$ cat config.mk
export PLATFORM = sky130hd
export DESIGN_NAME = spad_seq_flat
export DESIGN_NICKNAME = d
export VERILOG_FILES = /design/src/rtl/spad_seq_if.sv /design/src/rtl/spad_seq.sv /design/src/flat_wrapper.sv
export SDC_FILE = /design/constraint.sdc
export NUM_CORES = 1
export LEC_CHECK = 0
export BUFFER_PORTS_ARGS = -buffer_cell sky130_fd_sc_hd__buf_2
export CORE_ASPECT_RATIO = 0.75
export CORE_MARGIN = 8
export CORE_UTILIZATION = 25
export DETAILED_ROUTE_END_ITERATION = 10
export PLACE_DENSITY = 0.47
export SKIP_CTS_REPAIR_TIMING = 1
export SLEW_MARGIN = 10
export SYNTH_ARGS = -nofsm -noshare
export SYNTH_HDL_FRONTEND = slang
export SYNTH_SLANG_ARGS = --single-unit
$ cat constraint.sdc
create_clock -name CLK -period 6.4 [get_ports CLK]
set_input_delay 1.92 -clock CLK [delete_from_list [all_inputs] [get_ports CLK]]
set_output_delay 1.92 -clock CLK [all_outputs]
set_load 0.005 [all_outputs]
$ cat src/rtl/spad_seq_if.sv
// Scratchpad sequencer bus: the ifmap stream, the Sram write port and the tap read stream.
interface spad_seq_if #(
    parameter int AW = 4,
    parameter int DW = 16
);
    logic [DW-1:0] in_data;
    logic          in_valid;
    logic          in_ready;
    logic [DW-1:0] wr_data;
    logic [AW-1:0] wr_sel;
    logic          wr_en;
    logic [AW-1:0] rd_sel;
    logic          rd_valid;
    logic          rd_last;
    logic          rd_ready;

    modport master (
        input  in_data, in_valid, rd_ready,
        output in_ready, wr_data, wr_sel, wr_en,
        output rd_sel, rd_valid, rd_last
    );

    modport slave (
        output in_data, in_valid, rd_ready,
        input  in_ready, wr_data, wr_sel, wr_en,
        input  rd_sel, rd_valid, rd_last
    );
endinterface

$ cat src/rtl/spad_seq.sv
// Fills a circular scratchpad from the ifmap stream and sweeps 1-D conv windows out of it.
// Optional SPAD_SEQ_STRIDE_EN adds cfg_stride (words per slide); otherwise the stride is 1.
module spad_seq #(
    parameter int DEPTH = 16,
    parameter int AW    = 4,
    parameter int DW    = 16
) (
    input  logic          CLK,
    input  logic          clr_,
    input  logic          start,
    input  logic [AW:0]   cfg_taps,
    input  logic [7:0]    cfg_wins,
`ifdef SPAD_SEQ_STRIDE_EN
    input  logic [AW:0]   cfg_stride,
`endif
    spad_seq_if.master    bus,
    output logic          busy,
    output logic          done
);
    typedef enum logic [2:0] {IDLE, FILL, READ, SLIDE, DONE} state_t;

    localparam logic [AW:0]   DEPTH_W = (AW+1)'(DEPTH);
    localparam logic [AW:0]   ONE_T   = 1;
    localparam logic [AW-1:0] ONE_A   = 1;
    localparam logic [7:0]    ONE_W   = 1;

    state_t        state_q, state_d;
    logic [AW-1:0] wptr_q, wptr_d;
    logic [AW-1:0] base_q, base_d;
    logic [AW:0]   tap_q, tap_d;
    logic [AW:0]   cnt_q, cnt_d;
    logic [AW:0]   taps_q, taps_d;
    logic [AW:0]   strd_q, strd_d;
    logic [7:0]    win_q, win_d;
    logic [7:0]    wins_q, wins_d;

    logic          cfg_ok;
    logic          hs;
    logic          tap_last;
    logic [AW:0]   stride_in;

`ifdef SPAD_SEQ_STRIDE_EN
    assign stride_in = cfg_stride;
    assign cfg_ok = (cfg_taps != '0) && (cfg_taps <= DEPTH_W) &&
                    (cfg_wins != '0) && (cfg_stride != '0) &&
                    (cfg_stride <= cfg_taps);
`else
    assign stride_in = ONE_T;
    assign cfg_ok = (cfg_taps != '0) && (cfg_taps <= DEPTH_W) &&
                    (cfg_wins != '0);
`endif

    assign bus.in_ready = (state_q == FILL) || (state_q == SLIDE);
    assign hs           = bus.in_valid && bus.in_ready;
    assign bus.wr_en    = hs;
    assign bus.wr_data  = bus.in_data;
    assign bus.wr_sel   = wptr_q;
    assign tap_last     = (tap_q == taps_q - ONE_T);
    // Base plus tap offset wraps naturally through AW-bit truncation.
    assign bus.rd_sel   = base_q + tap_q[AW-1:0];
    assign bus.rd_valid = (state_q == READ);
    assign bus.rd_last  = (state_q == READ) && tap_last;
    assign busy         = (state_q != IDLE);
    assign done         = (state_q == DONE);

    always_comb begin
        state_d = state_q;
        wptr_d  = wptr_q;
        base_d  = base_q;
        tap_d   = tap_q;
        cnt_d   = cnt_q;
        taps_d  = taps_q;
        strd_d  = strd_q;
        win_d   = win_q;
        wins_d  = wins_q;
        unique case (state_q)
            IDLE: begin
                if (start && cfg_ok) begin
                    state_d = FILL;
                    taps_d  = cfg_taps;
                    wins_d  = cfg_wins;
                    strd_d  = stride_in;
                    wptr_d  = '0;
                    base_d  = '0;
                    tap_d   = '0;
                    cnt_d   = '0;
                    win_d   = '0;
                end
            end
            FILL: begin
                if (hs) begin
                    wptr_d = wptr_q + ONE_A;
                    cnt_d  = cnt_q + ONE_T;
                    if (cnt_q == taps_q - ONE_T) begin
                        state_d = READ;
                        tap_d   = '0;
                        cnt_d   = '0;
                    end
                end
            end
            READ: begin
                if (bus.rd_ready) begin
                    tap_d = tap_q + ONE_T;
                    if (tap_last) begin
                        tap_d   = '0;
                        win_d   = win_q + ONE_W;
                        state_d = (win_q + ONE_W == wins_q) ? DONE : SLIDE;
                    end
                end
            end
            SLIDE: begin
                if (hs) begin
                    wptr_d = wptr_q + ONE_A;
                    base_d = base_q + ONE_A;
                    cnt_d  = cnt_q + ONE_T;
                    if (cnt_q == strd_q - ONE_T) begin
                        state_d = READ;
                        cnt_d   = '0;
                    end
                end
            end
            DONE: state_d = IDLE;
            default: state_d = IDLE;
        endcase
    end

    always_ff @(posedge CLK or negedge clr_) begin
        if (!clr_) begin
            state_q <= IDLE;
            wptr_q  <= '0;
            base_q  <= '0;
            tap_q   <= '0;
            cnt_q   <= '0;
            taps_q  <= '0;
            strd_q  <= '0;
            win_q   <= '0;
            wins_q  <= '0;
        end else begin
            state_q <= state_d;
            wptr_q  <= wptr_d;
            base_q  <= base_d;
            tap_q   <= tap_d;
            cnt_q   <= cnt_d;
            taps_q  <= taps_d;
            strd_q  <= strd_d;
            win_q   <= win_d;
            wins_q  <= wins_d;
        end
    end
endmodule

$ cat src/flat_wrapper.sv
// flat-port wrapper written by rule: the top's interface ports become plain ports
module spad_seq_flat 
#(
    parameter int DEPTH = 16,
    parameter int AW    = 4,
    parameter int DW    = 16
)
  (CLK, clr_, start, cfg_taps, cfg_wins, busy, done, bus_in_data, bus_in_valid, bus_rd_ready, bus_in_ready, bus_wr_data, bus_wr_sel, bus_wr_en, bus_rd_sel, bus_rd_valid, bus_rd_last);
  spad_seq_if #(.AW(AW), .DW(DW)) bus_i ();
  input  logic CLK;
  input  logic clr_;
  input  logic start;
  input  logic [AW:0] cfg_taps;
  input  logic [7:0] cfg_wins;
  output logic busy;
  output logic done;
  input wire logic [$bits(bus_i.in_data)-1:0] bus_in_data;
  input wire logic [$bits(bus_i.in_valid)-1:0] bus_in_valid;
  input wire logic [$bits(bus_i.rd_ready)-1:0] bus_rd_ready;
  output wire logic [$bits(bus_i.in_ready)-1:0] bus_in_ready;
  output wire logic [$bits(bus_i.wr_data)-1:0] bus_wr_data;
  output wire logic [$bits(bus_i.wr_sel)-1:0] bus_wr_sel;
  output wire logic [$bits(bus_i.wr_en)-1:0] bus_wr_en;
  output wire logic [$bits(bus_i.rd_sel)-1:0] bus_rd_sel;
  output wire logic [$bits(bus_i.rd_valid)-1:0] bus_rd_valid;
  output wire logic [$bits(bus_i.rd_last)-1:0] bus_rd_last;
  assign bus_i.in_data = bus_in_data;
  assign bus_i.in_valid = bus_in_valid;
  assign bus_i.rd_ready = bus_rd_ready;
  assign bus_in_ready = bus_i.in_ready;
  assign bus_wr_data = bus_i.wr_data;
  assign bus_wr_sel = bus_i.wr_sel;
  assign bus_wr_en = bus_i.wr_en;
  assign bus_rd_sel = bus_i.rd_sel;
  assign bus_rd_valid = bus_i.rd_valid;
  assign bus_rd_last = bus_i.rd_last;
  spad_seq #(.DEPTH(DEPTH), .AW(AW), .DW(DW)) u_core (.CLK(CLK), .clr_(clr_), .start(start), .cfg_taps(cfg_taps), .cfg_wins(cfg_wins), .bus(bus_i), .busy(busy), .done(done));
endmodule
# Word level (Yosys, flattened, before mapping)
# Index checks and enable logic that the tools add are counted.
# word_totals
register_bits	43
ramBits	0
elab_cells	86
latchBits	0
out_inout_bits	30
input_bits	34
memories	0
romBits	0
# classes
n_reduce_logical	23
n_bitwise	0
shift	0
addsub	8
muxes	29
n_lt_le_gt_ge	1
n_eq_ne	16
n_div	0
multipliers	0
# op_table
operator	n
5-bit two-way mux	9
5-bit one-hot mux with 3 select lines	2
3-bit two-way mux	8
8-bit two-way mux	3
4-bit one-hot mux with 2 select lines	2
8-bit one-hot mux with 2 select lines	1
5-bit equality test	3
4-bit two-way mux	3
3-bit one-hot mux with 4 select lines	1
5-bit by 1-bit adder with 5-bit output (second input constant)	2
2-bit != test (second input constant)	5
3-bit nonzero test	3
4-bit by 1-bit adder with 4-bit output (second input constant)	2
8-bit by 1-bit adder with 8-bit output (second input constant)	1
8-bit equality test	1
4-bit AND reduction	2
8-bit nonzero test	1
7-bit AND reduction	1
3-bit by 2-bit equality test with 1-bit output (second input constant)	2
2-bit by 1-bit != test with 1-bit output (second input constant)	3
3-bit AND reduction	2
2-bit nonzero test	3
5-bit less-or-equal comparator (second input constant)	1
1-bit logical AND	5
11 further kinds	11

# Longest topological paths before layout
# Gate-level depths: netlist of the first run.
# logic_depth
ltp_word	6
ltp_mapped	9

# Worst setup path before layout of the first run
# No wires, ideal clock.
# synth_path
path_kind	input-to-output
startpoint	input bus_in_valid
endpoint	output bus_wr_en
setup_slack_ns	2.346
arrival_time_ns	2.134
path_buffers	0
t_required_ns	4.480
cell_stages	2
cell_sequence	nand2_1 > inv_1
# synth_via
elab_chain_cells	1
# synth_lines
item	line	text
from (decl)	flat_wrapper.sv:18	input wire logic [$bits(bus_i.in_valid)-1:0] bus_in_valid;
1-bit logical AND	spad_seq.sv:54	assign hs = bus.in_valid && bus.in_ready;
to (decl)	flat_wrapper.sv:23	output wire logic [$bits(bus_i.wr_en)-1:0] bus_wr_en;
# No other way between the ends.

# Worst setup path after layout of the first run
# Ends and elaborated chain as after synthesis.

==> flow_summary.yaml, run 1 <==
run_status:
  status: "complete, no violations"
sta:
  period_share_pct: 68.76
  fin_skew_ns: 0.004987
  setup_viol: 0
  finalMaxSlewViolations: 0
  finalHoldViolCount: 0
  fmax_mhz: 227.3
  rsz0062_at_grt: "no"
  whs_ns: 0.4999
  max_slew_margin_pct: 31.21
  max_slew.worst_pin.slew_ns: 1.032
  finalSetupTns_ns: 0
  fin_crit_ns: 4.400
global_route:
  grt_max_degree: 44
  grt-ovfl-total: 0
  grt_pass1_wl_mm: 11.14
  antenna_found_initial: 0
  grt_pass1_vias: 2135
  grtUsageTotal_pct: 9.529
route:
  route.detailed.drc: 0
  wl_per_cell_um: 14.43
  postRouteAntennaNets: 0
  drtIter0Drc: 128
  vias_per_cell: 4.715
  routed_wirelength_mm: 6.724
  num_vias: 2197
  drtPass1Iterations: 4
die:
  die_height_um: 107.2
  die-area_um2: 14760
  core_um2: 10860
  die_w_um: 137.6
  io_pins: 64
  num_rows: 33
  initial_core_util_pct: 25.54
cells_and_area:
  final_common_cell: "nand2_1"
  diodes: 0
  fin_cells: 466
  syn_to_final_growth_pct: 10.83
  multiInputGateArea_um2: 1475
  n_fill_cell: 1143
  final_cell_mix: "nand2_1 (54), dfrtp_1 (43), buf_2 (31)"
  drive_above_1_share_pct: 14.11
  seq_area_um2: 1076
  finalNetCount: 371
placement:
  dp_hpwl_mm: 5.055
  io_buffer_count: 31
  gp_congestion: 0.8348
  dp.cells: 460
synth:
  syn_area_per_cell_um2: 8.862
  synth_area_um2: 2774
  ys_async_sr_fraction_pct: 100.0
  seq_area_frac_synth_pct: 38.79
  syn_inst: 313
  yosys_warnings: 0
  syn_nets: 357
  synth_edf_count: 0
  synthDistinctLibCells: 53
  synth_top_flop_cell: "dfrtp_1"
  ys_ff_latch: 43
hold_path:
  hold_depth: 2
  hp-start: "u_core.wins_q[0]$_DFFE_PN0P_"
  hp-class: "reg -> reg"
  min_to: "u_core.wins_q[0]$_DFFE_PN0P_"
setup_path:
  worstSetupStartpointType: "primary input"
  reg2regPathDepth: 8
  r2r_slack_ns: 3.72
  critPathArrivalTime_ns: 2.48
  cp-end-kind: "output port"
  r2r-end: "u_core.win_q[2]$_DFFE_PN0P_"
  worstPathRequired_ns: 4.48
  crit_type: "in -> out"
  regToRegStartpoint: "u_core.taps_q[0]$_DFFE_PN0P_"
  cp_max_fo: 6
clocking:
  htreeDepth: 2
  cts_inserted_buffers: 5
  clock_sinks: 43
  insertion_delay_ns: 0.28
  root_buffer: "clkbuf_16"
  path_clk_slew_ns: 0.06
  cts_tree: "yes"
  clk_path_buf_depth: 2
power:
  leakage_nw: 1.448
  ir_worst_vdd_v: 0.0001174
  power.density_nw_per_um2: 316.0
run:
  cap_viol_max_count: 0
## per-layer routing
metal / global-route usage (%) / vias to the layer above / wire, um
met5: 0 / - / 0
met4: 2.862 / 0 / 68
met3: 2.477 / 8 / 292
li1: - / 1099 / -
met1: 13.77 / 1043 / 3557
met2: 13.46 / 47 / 2806
## final cells by class
type	instances	area share (%)
repair buffers	31	5.047
clock buffers	6	4.192
multi-input cells	229	47.99
flip-flops and latches	43	35.00
well taps	140	5.698
inverters	17	2.076
## power breakdown
group          internal (mW)  total (mW)  switching, mW
Clock                  0.141       0.242          0.102
Sequential             0.328       0.409         0.0812
Combinational          0.162       0.320          0.158
## worst max-delay path, cell delays in order
cell	delay, ns
buf_2	0.14
nand2_1	0.15
inv_1	0.14
buf_2	0.13
## how the worst max path moves through the flow
stage	from	endpoint	slack (ns)	depth (start not counted)
global route	bus_in_valid	bus_wr_en	1.94	4
floorplan	bus_in_valid	bus_wr_en	2.35	2
CTS	bus_in_valid	bus_wr_en	2.00	4
detailed placement	bus_in_valid	bus_wr_en	2.01	4
finish	bus_in_valid	bus_wr_en	2.00	4
global placement	bus_in_valid	bus_wr_en	2.03	4
## registers in the layout, indices dropped and copies added, names as in the netlist
| name | count |
|---|---|
| u_core.win_q | 8 |
| u_core.taps_q | 5 |
| u_core.wins_q | 8 |
| u_core.base_q | 4 |
| u_core.strd_q | 1 |
| u_core.state_q | 3 |
| u_core.cnt_q | 5 |
| u_core.bus.wr_sel | 4 |
| u_core.tap_q | 5 |
## Yosys cell counts, types with 8 or more instances
master	n	area share [%]
ha_1	9	4.1
xor2_1	9	2.8
and3_1	8	1.8
inv_1	16	2.2
nor3_1	14	2.5
nand3_1	15	2.7
dfrtp_1	43	39
nand2_1	54	7.3
xnor2_1	21	6.6
buf_4	16	4.3
nor2_1	16	2.2
o21ai_0	8	1.4
## per-stage QoR
stage,setup WS [ns],utilization [%],area [um2],total power [mW]
after floorplan,2.346,-,2774,0.6261
after global placement,2.033,27.12,2945,0.7317
after detailed placement,2.005,27.12,2945,0.7368
after CTS,2.001,28.31,3074,0.9834
after global routing,1.941,28.31,3074,1.052
final,2.000,28.31,3074,0.9715
## cells by family after synthesis
family / share of synthesized area, %
muxes: 1.173
DFF: 38.79
xor gates and xnor gates: 10.28
buffers and inverters: 8.029
and+or+nand+nor: 24.45
AOI/OAI and AO/OA: 12.49
adders and majority gates: 4.781
(Power assumes the default switching activity.)
==> run 2: changes to the inputs <==
ABC_AREA = 1   (was default)
PLACE_DENSITY = 0.48   (was 0.47)
clock period = 4 ns   (was 6.4 ns; I/O delays follow)
==> run 2 against run 1 <==
First-iteration DRC count increased by 53%. Via count increased by 16%. Final cell count increased by 26%. Synthesized area increased by 7.3%. Largest power group is now combinational logic. Hold slack got worse by 0.025 ns. Sequential cell count unchanged. Global-route usage increased by 0.060 points. Combinational power increased to 3.2 times the previous value. Register-to-register slack got worse by 1.8 ns. Sequential power increased by 69%. Synthesized cell count increased by 30%. Worst setup slack got worse by 1.1 ns.
==> flow_summary.yaml, run 2 <==
run_status:
  status: "complete, no violations"
synth:
  synth_top_flop_cell: "dfrtp_1"
  synth_area_um2: 2977
  yosysTopAreaCellShare_pct: 36.15
  syn_area_per_cell_um2: 7.314
  synth_edf_count: 0
  synth_top_cell_by_area: "dfrtp_1"
  yosys_warnings: 0
  seq_area_frac_synth_pct: 36.15
  synth_commonest_cells: "nand2_1 (115), nand3_1 (50), inv_1 (47), dfrtp_1 (43), nor2_1 (28)"
  ys_ff_latch: 43
  syn_nets: 451
  ys_async_sr_fraction_pct: 100.0
  syn_inst: 407
  synthDistinctLibCells: 36
  yosysMostFrequentCell: "nand2_1"
  synth.area.top_cells: "dfrtp_1 (36%), nand2_1 (15%), nand3_1 (8.4%), inv_1 (5.9%), buf_4 (4.0%)"
global_route:
  grt_pass1_vias: 2411
  grt_max_degree: 44
  grtUsageTotal_pct: 9.589
  grt_pass1_wl_mm: 12.32
  grt-ovfl-total: 0
  antenna_found_initial: 0
route:
  vias_per_cell: 4.342
  routed_wirelength_mm: 7.212
  postRouteAntennaNets: 0
  num_vias: 2540
  drtIter0Drc: 196
  route.detailed.drc: 0
  wl_per_cell_um: 12.33
  drtPass1Iterations: 5
clocking:
  clk_path_buf_depth: 2
  cts_tree: "yes"
  cts_inserted_buffers: 5
  root_buffer: "clkbuf_16"
  htreeDepth: 2
  clock_sinks: 43
  insertion_delay_ns: 0.28
  path_clk_slew_ns: 0.06
setup_path:
  worstPathRequired_ns: 2.80
  reg2regPathDepth: 12
  r2r-end: "u_core.win_q[3]$_DFFE_PN0P_"
  regToRegStartpoint: "u_core.taps_q[0]$_DFFE_PN0P_"
  cpMaxStageDelayCell: "dfrtp_1"
  critPathArrivalTime_ns: 1.92
  r2r_slack_ns: 1.95
  crit_path_cell_trace: "inv_2 > ha_1 > nand2_1 > inv_1 > nor2_1 > nand2_1 > nor2_2 > nand4_4 > nor2_1 > buf_2"
  cp_slowest_stage_delay_ns: 0.38
  worstSetupStartpointType: "flip-flop"
  cp_max_fo: 6
  cp-end-kind: "output port"
  crit_type: "reg -> out"
die:
  core_um2: 11610
  die-area_um2: 15690
  num_rows: 34
  die_height_um: 110.5
  io_pins: 64
  die_w_um: 142.0
  initial_core_util_pct: 25.63
power:
  seq_power_share_pct: 33.0
  p_comb_share_pct: 48.8
  switching_share_pct: 45.56
  ir_worst_vdd_v: 0.0002196
  power.switching_uw: 954.7
  p_int_mw: 1.141
  leakage_nw: 1.567
  power.density_nw_per_um2: 632.1
  clockPowerShare_pct: 18.1
sta:
  max_slew_margin_pct: 32.51
  max_slew.worst_pin.slew_ns: 1.012
  setup_viol: 0
  fin_crit_ns: 3.122
  period_share_pct: 78.05
  fmax_mhz: 320.3
  finalSetupTns_ns: 0
  finalMaxSlewViolations: 0
  finalHoldViolCount: 0
  whs_ns: 0.4747
  fin_skew_ns: 0.005273
  rsz0062_at_grt: "no"
hold_path:
  hold_depth: 2
  hp-class: "reg -> reg"
  min_to: "u_core.strd_q[0]$_DFFE_PN0P_"
  hp-start: "u_core.strd_q[0]$_DFFE_PN0P_"
cells_and_area:
  final_cell_mix: "nand2_1 (115), nand3_1 (50), inv_1 (47)"
  fin_area_um2: 3314
  final_core_util_pct: 28.54
  drive_above_1_share_pct: 15.84
  syn_to_final_growth_pct: 11.35
  largest_registers: "u_core.win_q (8), u_core.wins_q (8)"
  seq_area_um2: 1076
  final_common_cell: "nand2_1"
  diodes: 0
  multiInputGateArea_um2: 1556
  n_fill_cell: 1263
  finalNetCount: 468
placement:
  dp_hpwl_mm: 5.694
  io_buffer_count: 31
  placed_area_um2: 3186
  gp_congestion: 0.7830
run:
  cap_viol_max_count: 0
## run 2: stage by stage
step / instances / setup slack (ns) / power, mW
2_1_floorplan: 407 / 1.383 / 1.448
3_3_place_gp: 579 / 1.070 / 1.710
3_5_place_dp: 579 / 1.066 / 1.728
6_report: 585 / 0.8782 / 2.095
4_1_cts: 585 / 0.8262 / 2.119
5_1_grt: 585 / 0.6573 / 2.316
## run 2: cells by family (layout without fill, tap and decap cells)
kind of cell / count (synthesis) / after routing / share of synthesized area, %
DFF: 43 / 43 / 36.15
and+or+nand+nor: 224 / 224 / 34.64
buffers and inverters: 72 / 88 / 11.56
adders and majority gates: 10 / 10 / 4.456
AOI/OAI and AO/OA: 43 / 43 / 8.786
xor gates and xnor gates: 15 / 15 / 4.414
## run 2: critical path, delay by kind of cell, from the launching register on
family | cells | cell delay, ns
fa+ha+maj | 1 | 0.34
buf+inv | 3 | 0.25
flops | 1 | 0.38
simple gates | 6 | 0.67
## run 2: final cells by class
class	instances	share of cell area, %
Inverter	50	5.663
Clock buffer	6	3.888
Tap cell	162	6.116
Timing Repair Buffer	32	4.908
Sequential cell	43	32.47
Multi-Input combinational cell	292	46.96
## run 2: how the worst max path moves through the flow
stage | startpoint | end | cells after the start
2_1_floorplan | bus_in_valid | bus_wr_en | 2
3_3_place_gp | bus_in_valid | bus_wr_en | 4
3_5_place_dp | bus_in_valid | bus_wr_en | 4
4_1_cts | u_core.taps_q[0]$_DFFE_PN0P_ | bus_rd_last | 10
5_1_grt | u_core.taps_q[0]$_DFFE_PN0P_ | bus_rd_last | 10
6_report | u_core.taps_q[0]$_DFFE_PN0P_ | bus_rd_last | 10
## run 2: metal layers
metal | global-route usage [%] | wire, um
met5 | 0 | 0
met4 | 2.498 | 61
met3 | 1.979 | 281
met2 | 13.07 | 2777
met1 | 14.64 | 4092
## run 2: power by group through the flow
stage | Clock, mW | Sequential [mW] | Combinational (mW)
global route | 0.412 | 0.715 | 1.19
detailed placement | 0 | 0.697 | 1.03
floorplan | 0 | 0.664 | 0.785
finish | 0.380 | 0.692 | 1.02
CTS | 0.394 | 0.691 | 1.04
global placement | 0 | 0.698 | 1.01
